## src/rtl/spi_reg_writer.sv

```systemverilog
// SPI register writer: queues {addr,data} commands in a 4-entry FIFO and
// shifts each out as a 16-bit MSB-first frame framed by spi_enable.
module spi_reg_writer #(
    parameter int CLK_DIV    = 4,
    parameter int GAP_CYCLES = 16
) (
    input  logic       clk,
    input  logic       rst,
    input  logic       cmd_valid,
    output logic       cmd_ready,
    input  logic [7:0] cmd_addr,
    input  logic [7:0] cmd_data,
    output logic       busy,
    output logic       frame_done,
    output logic [2:0] fifo_level,
    output logic       spi_clk,
    output logic       spi_enable,
    output logic       spi_data
);

    localparam logic [1:0] IDLE  = 2'd0;
    localparam logic [1:0] SETUP = 2'd1;
    localparam logic [1:0] SHIFT = 2'd2;
    localparam logic [1:0] GAP   = 2'd3;

    // Counter widths floor at 1 bit so CLK_DIV=1 / GAP_CYCLES=1 stay legal.
    localparam int DW = (CLK_DIV > 1) ? $clog2(CLK_DIV) : 1;
    localparam int GW = (GAP_CYCLES > 1) ? $clog2(GAP_CYCLES) : 1;
    localparam logic [DW-1:0] DIV_LAST = DW'(CLK_DIV - 1);
    localparam logic [GW-1:0] GAP_LAST = GW'(GAP_CYCLES - 1);

    logic [15:0]   fifo_mem [0:3];
    logic [1:0]    wr_ptr;
    logic [1:0]    rd_ptr;
    logic [2:0]    count;

    logic [1:0]    state;
    logic [DW-1:0] div_cnt;
    logic [GW-1:0] gap_cnt;
    logic [3:0]    bit_cnt;
    logic [15:0]   shreg;
    logic          clk_q;
    logic          done_q;

    logic          push;
    logic          pop;
    logic          div_end;
    logic          gap_end;

    always_comb begin
        push    = cmd_valid && (count != 3'd4);
        div_end = (div_cnt == DIV_LAST);
        gap_end = (gap_cnt == GAP_LAST);
        pop     = (count != 3'd0) && ((state == IDLE) || ((state == GAP) && gap_end));
    end

    always_ff @(posedge clk) begin
        if (rst) begin
            wr_ptr <= '0;
            rd_ptr <= '0;
            count  <= '0;
        end else begin
            if (push) begin
                fifo_mem[wr_ptr] <= {cmd_addr, cmd_data};
                wr_ptr           <= wr_ptr + 2'd1;
            end
            if (pop) begin
                rd_ptr <= rd_ptr + 2'd1;
            end
            count <= count + 3'(push) - 3'(pop);
        end
    end

    always_ff @(posedge clk) begin
        if (rst) begin
            state   <= IDLE;
            div_cnt <= '0;
            gap_cnt <= '0;
            bit_cnt <= '0;
            shreg   <= '0;
            clk_q   <= 1'b0;
            done_q  <= 1'b0;
        end else begin
            done_q <= 1'b0;
            case (state)
                IDLE: begin
                    if (pop) begin
                        shreg   <= fifo_mem[rd_ptr];
                        div_cnt <= '0;
                        state   <= SETUP;
                    end
                end
                SETUP: begin
                    if (div_end) begin
                        div_cnt <= '0;
                        bit_cnt <= '0;
                        clk_q   <= 1'b1;
                        state   <= SHIFT;
                    end else begin
                        div_cnt <= div_cnt + DW'(1);
                    end
                end
                SHIFT: begin
                    if (!div_end) begin
                        div_cnt <= div_cnt + DW'(1);
                    end else begin
                        div_cnt <= '0;
                        if (clk_q) begin
                            // Data advances on the falling edge so it is settled before the next rise.
                            clk_q <= 1'b0;
                            shreg <= {shreg[14:0], 1'b0};
                        end else if (bit_cnt == 4'd15) begin
                            gap_cnt <= '0;
                            done_q  <= 1'b1;
                            state   <= GAP;
                        end else begin
                            clk_q   <= 1'b1;
                            bit_cnt <= bit_cnt + 4'd1;
                        end
                    end
                end
                GAP: begin
                    if (gap_end) begin
                        if (pop) begin
                            shreg   <= fifo_mem[rd_ptr];
                            div_cnt <= '0;
                            state   <= SETUP;
                        end else begin
                            state <= IDLE;
                        end
                    end else begin
                        gap_cnt <= gap_cnt + GW'(1);
                    end
                end
                default: state <= IDLE;
            endcase
        end
    end

    always_comb begin
        cmd_ready  = (count != 3'd4);
        fifo_level = count;
        busy       = (state != IDLE) || (count != 3'd0);
        frame_done = done_q;
        spi_enable = (state == SETUP) || (state == SHIFT);
        spi_clk    = clk_q;
        spi_data   = spi_enable && shreg[15];
    end

endmodule

```

## config.mk

```make
export PLATFORM = sky130hd
export DESIGN_NAME = spi_reg_writer
export DESIGN_NICKNAME = d
export VERILOG_FILES = /design/src/rtl/spi_reg_writer.sv
export SDC_FILE = /design/constraint.sdc
export NUM_CORES = 1
export LEC_CHECK = 0
export ABC_CLOCK_PERIOD_IN_PS = 3200
export CORE_ASPECT_RATIO = 1.5
export CORE_UTILIZATION = 30
export DETAILED_ROUTE_END_ITERATION = 12
export GPL_TIMING_DRIVEN = 0
export HOLD_SLACK_MARGIN = 0.02
export PLACE_DENSITY = 0.53
export SLEW_MARGIN = 10
export SYNTH_ARGS = -nofsm -noshare
export SYNTH_HDL_FRONTEND = slang
export SYNTH_SLANG_ARGS = --single-unit
```

## constraint.sdc

```tcl
create_clock -name clk -period 3.2 [get_ports clk]
set_clock_uncertainty 0.2 [all_clocks]
set_input_delay 0.32 -clock clk [delete_from_list [all_inputs] [get_ports clk]]
set_output_delay 0.32 -clock clk [all_outputs]
set_load 0.005 [all_outputs]
```

==> flow_metrics.tcl, run 1 <==
set metrics [dict create \
    cts_resized 0 \
    regToRegEndpoint "fifo_level[2]$_SDFF_PP0_" \
    dr.max_layer_used "met4" \
    synth_cell_type_count 55 \
    cts_buffers 9 \
    start_kind "flop" \
    cts_setup_buffers 0 \
    min_from "shreg[0]$_SDFFE_PP0P_" \
    ctsHoldBuffers 0 \
    path_clk_slew_ps 70 \
    antenna_found_initial 0 \
    r2r-start "state[1]$_SDFFE_PP0P_" \
    fin_crit_sh_pct 84.3 \
    wl_met2_um 4520 \
    clk_latency_ps 340 \
    vias 2671 \
    die-area_um2 15400 \
    syn_to_final_growth_pct 17.9 \
    fin_tns_setup_ps 0 \
    tightest_slew_ps 886 \
    whs_endpoint "shreg[0]$_SDFFE_PP0P_" \
    hold_path.class "reg -> reg" \
    leakage_nw 1.75 \
    routabilityCongestion 0.755 \
    synth_edf_count 64 \
    drt_iter0_drc 73 \
    syn_inst 325 \
    initial_core_util_pct 30.7 \
    portBuffers 27 \
    end_kind "flop" \
    grt_usage_pct 12.1 \
    rows 54 \
    cts.sinks 103 \
    synthArstFlopShare_pct 0 \
    rsz0062_at_grt "false" \
    drt-pass1-iter-count 5 \
    multi_input_area_um2 1620 \
    die_h_um 151 \
    wl_met1_um 3510 \
    antennaDiodeCount 0 \
    worst_slack_ps 503 \
    totalWireLength_um 8400 \
    cap_violations 0 \
    arrival_ps 2710 \
    hold_depth 2 \
    first_global_vias 2804 \
    status "completed" \
    drv_slew 0 \
    clock_path_buffers 2 \
    finalHoldViolations 0 \
    criticalPathCategory "reg -> reg" \
    n_fill_cell 1451 \
    fmax_mhz 371 \
    place_ws_ps 446 \
    regArea_um2 2700 \
    final_core_util_pct 36.3 \
    relSlewSlack_pct 40.9 \
    vdd_drop_max_mv 0.344 \
    drive_gt1_share_pct 18.2 \
    overflow 0 \
    hpwl_um 5940 \
    ys_seq_area_share_pct 60.5 \
    grt_first_pass_wirelength_um 13800 \
    period_needed_ps 2700 \
    worstPathRequired_ps 3220 \
    synth_area_per_cell_um2 13.7 \
    detail_route.wl_per_cell_um 14.9 \
    synthesis.area_um2 4470 \
    synth_nets 358 \
    core_um2 14500 \
    setup_viol 0 \
    grt_max_degree 20 \
    p_per_area_nw_per_um2 840 \
    fin_nets 396 \
    io_pins 28 \
    drc 0 \
    cp_max_fo 9 \
    die_w_um 102 \
    synth_warnings 0 \
    ff2ff_path_depth 10 \
    ys_ff_latch 103 \
    r2r_setup_slack_ps 500 \
    antenna_left 0 \
    htree_num_levels 3 \
    cts_tree "yes" \
    met3_wirelength_um 204 \
    vias_per_cell 4.74 \
    root_buffer "clkbuf_16" \
    synth_ff_type "edfxtp_1" \
]
## cell families after synthesis
group / count (synthesis) / share of synthesized area (%)
muxes: 17 / 8.29
and+or+nand+nor: 93 / 10.9
xor gates and xnor gates: 6 / 1.18
adders and majority gates: 14 / 4.09
DFF: 103 / 60.5
AOI/OAI and AO/OA: 66 / 11.9
buffers and inverters: 26 / 3.17
## metrics by stage
stage          cells  instance area [um2]  power, mW  hold slack, ps
2_1_floorplan    325                 4470       2.98             219
3_3_place_gp     548                 4980       3.40             252
3_5_place_dp     548                 4980       3.43             262
4_1_cts          564                 5270       4.50             272
5_1_grt          564                 5270       4.71             300
6_report         564                 5270       4.42             266
## synth_stat cells, types with 2 or more instances
cell	instances	area (um2)
a21boi_1	2	15.0
a21oi_1	23	115
a21oi_2	3	26.3
a311oi_1	5	43.8
a311oi_2	9	135
a32o_1	2	20.0
and2_1	6	37.5
and2_4	2	17.5
and3_1	3	18.8
buf_2	7	35.0
buf_4	3	22.5
clkbuf_1	3	11.3
dfxtp_1	39	781
edfxtp_1	64	1920
ha_1	13	163
inv_1	9	33.8
mux4_2	16	360
nand2_1	39	146
nand2b_1	2	12.5
nand3_1	6	30.0
nor2_1	13	48.8
nor2b_1	3	18.8
o211ai_1	2	15.0
o21ai_0	6	30.0
o31ai_1	5	37.5
or3_1	3	18.8
or4_1	4	30.0
xnor2_1	6	52.6
## worst max-delay path: stages, from the launching register on
cell	delay, ps
dfxtp_1	390
ha_1	160
buf_2	190
a41oi_1	160
nor2_1	380
xnor2_1	140
ha_1	210
fa_1	380
xnor2_1	180
xnor2_1	130
nor2_1	50
## per-layer routing
layer	GRT usage, %	up-vias
met5	0	-
met4	5.58	0
met3	2.58	10
met2	21.7	41
met1	13.4	1307
li1	-	1313
## worst max-delay path by stage
stage,end,from,cells after the start,slack (ps)
2_1_floorplan,fifo_level[2]$_SDFF_PP0_,state[0]$_SDFFE_PP0P_,10,810
3_3_place_gp,fifo_mem[2][9]$_DFFE_PP_,rst,4,450
3_5_place_dp,fifo_mem[2][10]$_DFFE_PP_,rst,4,450
4_1_cts,fifo_level[2]$_SDFF_PP0_,state[1]$_SDFFE_PP0P_,10,470
5_1_grt,fifo_level[2]$_SDFF_PP0_,state[1]$_SDFFE_PP0P_,10,330
6_report,fifo_level[2]$_SDFF_PP0_,state[1]$_SDFFE_PP0P_,10,500
## sequential cells by signal, summed over array words and instances, names as in the netlist, 2 cells and up, named ones only
register    count
shreg          16
fifo_level      3
wr_ptr          2
div_cnt         2
gap_cnt         4
fifo_mem       64
state           2
bit_cnt         4
rd_ptr          2
## placed cells by master, fill, tap and decap left out, drive strengths merged, types with 2 or more instances in the layout
master,netlist,routed
mux4,16,16
ha,13,13
nand2,39,39
or4b,2,2
buf,13,13
and3,3,3
o211ai,3,3
nor2b,3,3
or4,4,4
nand3,7,7
clkbuf,3,12
a21oi,26,26
edfxtp,64,64
dfxtp,39,39
inv,10,15
a32o,2,2
nand2b,2,2
o31ai,6,6
clkdlybuf4s50,0,27
or3,3,3
a21boi,3,3
and2b,2,2
and2,8,8
xnor2,6,6
nor2,13,13
o21ai,7,7
a311oi,14,14
## where the power goes
group / switching, mW / internal [mW] / total (mW) / leakage, nW
clock: 0.512 / 0.543 / 1.06 / 0.138
combinational: 0.876 / 0.787 / 1.66 / 0.709
sequential: 0.106 / 1.60 / 1.71 / 0.901
total: 1.49 / 2.93 / 4.42 / 1.75
## area by class of cell
cell class / instances / share of cell area [%]
repair buffers: 27 / 5.13
well taps: 196 / 4.66
clock inverters: 7 / 1.14
plain buffers: 16 / 1.97
multi-input cells: 196 / 30.8
flip-flops and latches: 103 / 51.3
inverters: 10 / 0.713
clock buffers: 9 / 4.28
(Power assumes the default switching activity.)
==> inputs of run 2 (changes only) <==
Settings changed: ABC_CLOCK_PERIOD_IN_PS 3200 to 2440, PLACE_DENSITY 0.53 to 0.55.
Clock period 3.2 ns to 2.44 ns, I/O delays scaled along.
==> flow_metrics.tcl, run 2 (synthesized netlist as in run 1, its figures left out) <==
set metrics [dict create \
    final_core_util_pct 36.9 \
    worst_slack_ps 80.2 \
    arrival_ps 1920 \
    core_um2 14500 \
    detail_route.wl_per_cell_um 15.0 \
    leakage_nw 1.78 \
    root_buffer "clkbuf_16" \
    drt_iter0_drc 132 \
    reg_top3 "fifo_mem: 64 flops, shreg: 16 flops" \
    criticalPathCategory "reg -> out" \
    r2r_setup_slack_ps 90 \
    final_cell_mix "edfxtp_1 (64), nand2_1 (38), dfxtp_1 (36), clkdlybuf4s50_1 (27), a21oi_1 (23)" \
    fin_hold_ws_ps 271 \
    vias 2687 \
    place_ws_ps -267 \
    totalWireLength_um 8510 \
    ff2ff_path_depth 10 \
    cts_tree "yes" \
    status "completed" \
    hold_path.class "reg -> reg" \
    period_needed_ps 2360 \
    critPathCapture "busy" \
    antenna_found_initial 0 \
    syn_to_final_growth_pct 20.1 \
    first_global_vias 2800 \
    cp_max_fo 4 \
    worstPathRequired_ps 2000 \
    cpMaxStageDelayCell "or4b_4" \
    n_fill_cell 1405 \
    final_common_cell "edfxtp_1" \
    antennaDiodeCount 0 \
    setup_viol 0 \
    die_w_um 102 \
    path_clk_slew_ps 70 \
    p_seq_share_pct 37.5 \
    tightest_slew_ps 883 \
    overflow 0 \
    initial_core_util_pct 30.7 \
    fmax_mhz 424 \
    drc 0 \
    die_h_um 151 \
    die-area_um2 15400 \
    rows 54 \
    htree_num_levels 3 \
    drt-pass1-iter-count 4 \
    switching_power_mw 1.98 \
    fin_crit_sh_pct 96.7 \
    internal_power_mw 4.04 \
    largest_reg_flops 64 \
    critPathMaxStageDelay_ps 500 \
    crit_start "state[1]$_SDFFE_PP0P_" \
    switching_share_pct 32.8 \
    regMostFlops "fifo_mem" \
    routabilityCongestion 0.764 \
    fin_nets 399 \
    dp.cells 548 \
    power_frac_comb_pct 38.9 \
    layout.cells.non_filler 567 \
    clock_path_buffers 2 \
    antenna_left 0 \
    regToRegEndpoint "fifo_level[2]$_SDFF_PP0_" \
    r2r-start "state[0]$_SDFFE_PP0P_" \
    clock_power_share_pct 23.6 \
    io_pins 28 \
    finalHoldViolations 0 \
    vdd_drop_max_mv 0.395 \
    end_kind "primary output" \
    crit_chain "inv_2 > ha_4 > or4b_4 > clkdlybuf4s50_1" \
    p_per_area_nw_per_um2 1120 \
    cts_buffers 9 \
    vias_per_cell 4.74 \
    p_total_mw 6.02 \
    start_kind "flop" \
    clk_latency_ps 340 \
    grt_max_degree 18 \
    relSlewSlack_pct 41.2 \
    cts.sinks 103 \
    drv_slew 0 \
    grt_usage_pct 12.1 \
    hpwl_um 6000 \
    cap_violations 0 \
    grt_first_pass_wirelength_um 13900 \
    drive_gt1_share_pct 22.1 \
    portBuffers 27 \
]
## run 2: changes by cell type in the layout (fill, tap and decap cells not counted), sizes merged
cell    delta
bufinv     +1
clkinv     +3
inv        -4
buf        +3
## run 2: worst min-delay path by stage
stage | to | slack [ps] | depth (start not counted) | startpoint
4_1_cts | shreg[0]$_SDFFE_PP0P_ | 280 | 2 | shreg[0]$_SDFFE_PP0P_
5_1_grt | shreg[0]$_SDFFE_PP0P_ | 310 | 2 | shreg[0]$_SDFFE_PP0P_
3_3_place_gp | shreg[0]$_SDFFE_PP0P_ | 250 | 2 | shreg[0]$_SDFFE_PP0P_
3_5_place_dp | shreg[0]$_SDFFE_PP0P_ | 270 | 2 | shreg[0]$_SDFFE_PP0P_
2_1_floorplan | fifo_mem[0][0]$_DFFE_PP_ | 140 | 0 | cmd_data[0]
6_report | shreg[0]$_SDFFE_PP0P_ | 270 | 2 | shreg[0]$_SDFFE_PP0P_
## run 2: per-layer routing
metal	vias up	track usage [%]	wire (um)
met5	-	0	0
met4	0	4.93	179
met3	12	2.91	257
met2	36	22.0	4600
met1	1327	13.2	3470
li1	1312	-	-
## run 2: worst max-delay path: cells and delay by family (launching register included)
family,cells,cell delay (ps)
adder cells (fa/ha/maj),1,150
buffers and inverters,2,570
flip-flops,1,350
AND/OR/NAND/NOR,1,500
## run 2: final cells by class
| type | count | area [um2] | share of cell area, % |
|---|---|---|---|
| Sequential cell | 103 | 2710 | 50.5 |
| Multi-Input combinational cell | 196 | 1670 | 31.1 |
| Timing Repair Buffer | 30 | 293 | 5.46 |
| Tap cell | 196 | 245 | 4.57 |
| Clock buffer | 9 | 225 | 4.20 |
| Buffer | 16 | 110 | 2.05 |
| Clock inverter | 7 | 72.6 | 1.35 |
| Inverter | 10 | 40.0 | 0.746 |
## run 2: through the flow
step                      TNS [ps]  area [um2]
final                            0        5360
after global routing         -18.9        5360
after CTS                        0        5320
after detailed placement    -12470        4980
after global placement      -14200        4980
after floorplan                  0        4470
## run 2: repair_timing
item,in CTS,in global routing
resized for setup,10,11
setup endpoints to repair,3,2
cloned,0,0
hold buffers,0,0
endpoints found under the hold margin,0,0
setup buffers,1,2
pin swaps,2,7
## run 2: power groups by stage
stage	sequential, mW	clock (mW)	combinational (mW)
after floorplan	2.24	0	1.67
after global placement	2.27	0	2.18
after detailed placement	2.28	0	2.22
after CTS	2.25	1.45	2.30
after global routing	2.29	1.53	2.57
final	2.26	1.42	2.34
==> inputs of run 3 (changes only) <==
Settings changed: CORE_UTILIZATION 30 to 53, HOLD_SLACK_MARGIN 0.02 to not set, PLACE_DENSITY 0.55 to 0.82.
==> flow_metrics.tcl, run 3 (synthesized netlist as in run 1, its figures left out) <==
set metrics [dict create \
    criticalPathCategory "reg -> reg" \
    worstPathRequired_ps 2450 \
    p_per_area_nw_per_um2 1160 \
    grt_util_met2_pct 36.5 \
    cts.sinks 103 \
    period_needed_ps 2390 \
    dpl_cell_area_um2 4870 \
    initial_core_util_pct 55.1 \
    arrival_ps 2410 \
    drc 0 \
    worst-path-buf-inv 1 \
    syn_to_final_growth_pct 18.2 \
    start_kind "flop" \
    regMostFlops "fifo_mem" \
    grt_first_pass_wirelength_um 13500 \
    rows 40 \
    critPathMaxStageDelay_ps 370 \
    rsz0062_at_grt "true" \
    portBuffers 27 \
    largest_reg_flops 64 \
    final_common_cell "edfxtp_1" \
    antennaDiodeCount 0 \
    overflow 0 \
    layout.cells.non_filler 477 \
    drt_iter0_drc 182 \
    htree_num_levels 3 \
    clock_path_buffers 2 \
    hold_path.class "reg -> reg" \
    die-area_um2 8800 \
    cp_top_family "adder cells" \
    vdd_drop_max_mv 0.687 \
    cap_violations 0 \
    tightest_slew_ps 825 \
    busiest_layer "met2" \
    end_kind "flop" \
    grt_use_met3_pct 5.50 \
    cp_max_fo 9 \
    cts_tree "yes" \
    die_h_um 114 \
    finalHoldViolations 0 \
    ctsHoldBuffers 0 \
    fin_area_um2 5280 \
    die_w_um 76.9 \
    grt_max_degree 17 \
    crit_chain "ha_1 > buf_6 > a41oi_4 > nor2_4 > xnor2_1 > ha_2 > fa_2 > xnor2_2 > xnor2_1 > nor2_1" \
    first_global_vias 2840 \
    cts_buffers 9 \
    drt-pass1-iter-count 5 \
    cpMaxStageDelayCell "fa_2" \
    leakage_nw 1.79 \
    final_cell_mix "edfxtp_1 (64), nand2_1 (38), dfxtp_1 (35), clkdlybuf4s50_1 (27), a21oi_1 (23)" \
    routabilityCongestion 0.871 \
    status "completed" \
    dp.cells 457 \
    io_pins 28 \
    antenna_found_initial 0 \
    fin_hold_ws_ps 285 \
    root_buffer "clkbuf_16" \
    fin_nets 400 \
    met1_usage_pct 22.8 \
    drv_slew 0 \
    path_clk_slew_ps 70 \
    reg_top3 "fifo_mem: 64 flops, shreg: 16 flops" \
    antenna_left 0 \
    crit_path_frequent_cell "xnor2_1" \
    drive_gt1_share_pct 22.0 \
    vias_per_cell 5.77 \
    core_um2 8110 \
    fin_crit_sh_pct 98.0 \
    setup_viol 0 \
    clk_latency_ps 340 \
    relSlewSlack_pct 45.0 \
    vias 2751 \
    totalWireLength_um 8120 \
    grt_usage_pct 20.5 \
    detail_route.wl_per_cell_um 17.0 \
    hpwl_um 5620 \
    fmax_mhz 418 \
]
==> run 3: final timing paths <==
check        depth (start not counted)                       end  slack, ps                   from
min reg2reg                          2     shreg[0]$_SDFFE_PP0P_        290  shreg[0]$_SDFFE_PP0P_
min                                  2     shreg[0]$_SDFFE_PP0P_        290  shreg[0]$_SDFFE_PP0P_
max                                 10  fifo_level[2]$_SDFF_PP0_         50  state[0]$_SDFFE_PP0P_
max reg2reg                         10  fifo_level[2]$_SDFF_PP0_         50  state[0]$_SDFFE_PP0P_
==> run 3: layout make-up <==
cell class | instances | area, um2
Multi-Input combinational cell | 196 | 1680
Fill cell | 600 | 2830
Clock buffer | 11 | 233
Inverter | 10 | 37.5
Clock inverter | 5 | 82.6
Timing Repair Buffer | 31 | 300
Sequential cell | 103 | 2710
Buffer | 16 | 110
Tap cell | 105 | 131
==> run 3: what timing repair did <==
action,in CTS,in global routing
endpoints found under the setup margin,3,2
setup buffers,3,1
gates resized for setup,11,9
pin swaps,3,6
==> run 3: stage by stage <==
| step | util (%) | setup WS (ps) | TNS, ps | total power, mW |
|---|---|---|---|---|
| 2_1_floorplan | - | 45.4 | 0 | 3.91 |
| 3_3_place_gp | 60.0 | -194 | -7930 | 4.39 |
| 3_5_place_dp | 60.0 | -263 | -8770 | 4.48 |
| 4_1_cts | 64.8 | 3.53 | 0 | 6.12 |
| 5_1_grt | 65.1 | -37.0 | -37.0 | 6.49 |
| 6_report | 65.1 | 48.6 | 0 | 6.15 |
==> run 3: where the power goes <==
group / switching (mW) / internal [mW]
clock: 0.603 / 0.900
sequential: 0.148 / 2.11
combinational: 1.23 / 1.16
==> run 3: tightest hold or removal path, delay by kind of cell (launching register included) <==
| family | cells | cell delay [ps] |
|---|---|---|
| flip-flops | 1 | 320 |
| multiplexers | 1 | 60 |
| AND/OR/NAND/NOR | 1 | 60 |
==> run 3: routing by layer <==
metal | up-vias | share of wire, %
met4 | 0 | 2.5
li1 | 1323 | -
met1 | 1366 | 42
met2 | 47 | 53
met5 | - | 0
met3 | 15 | 2.7
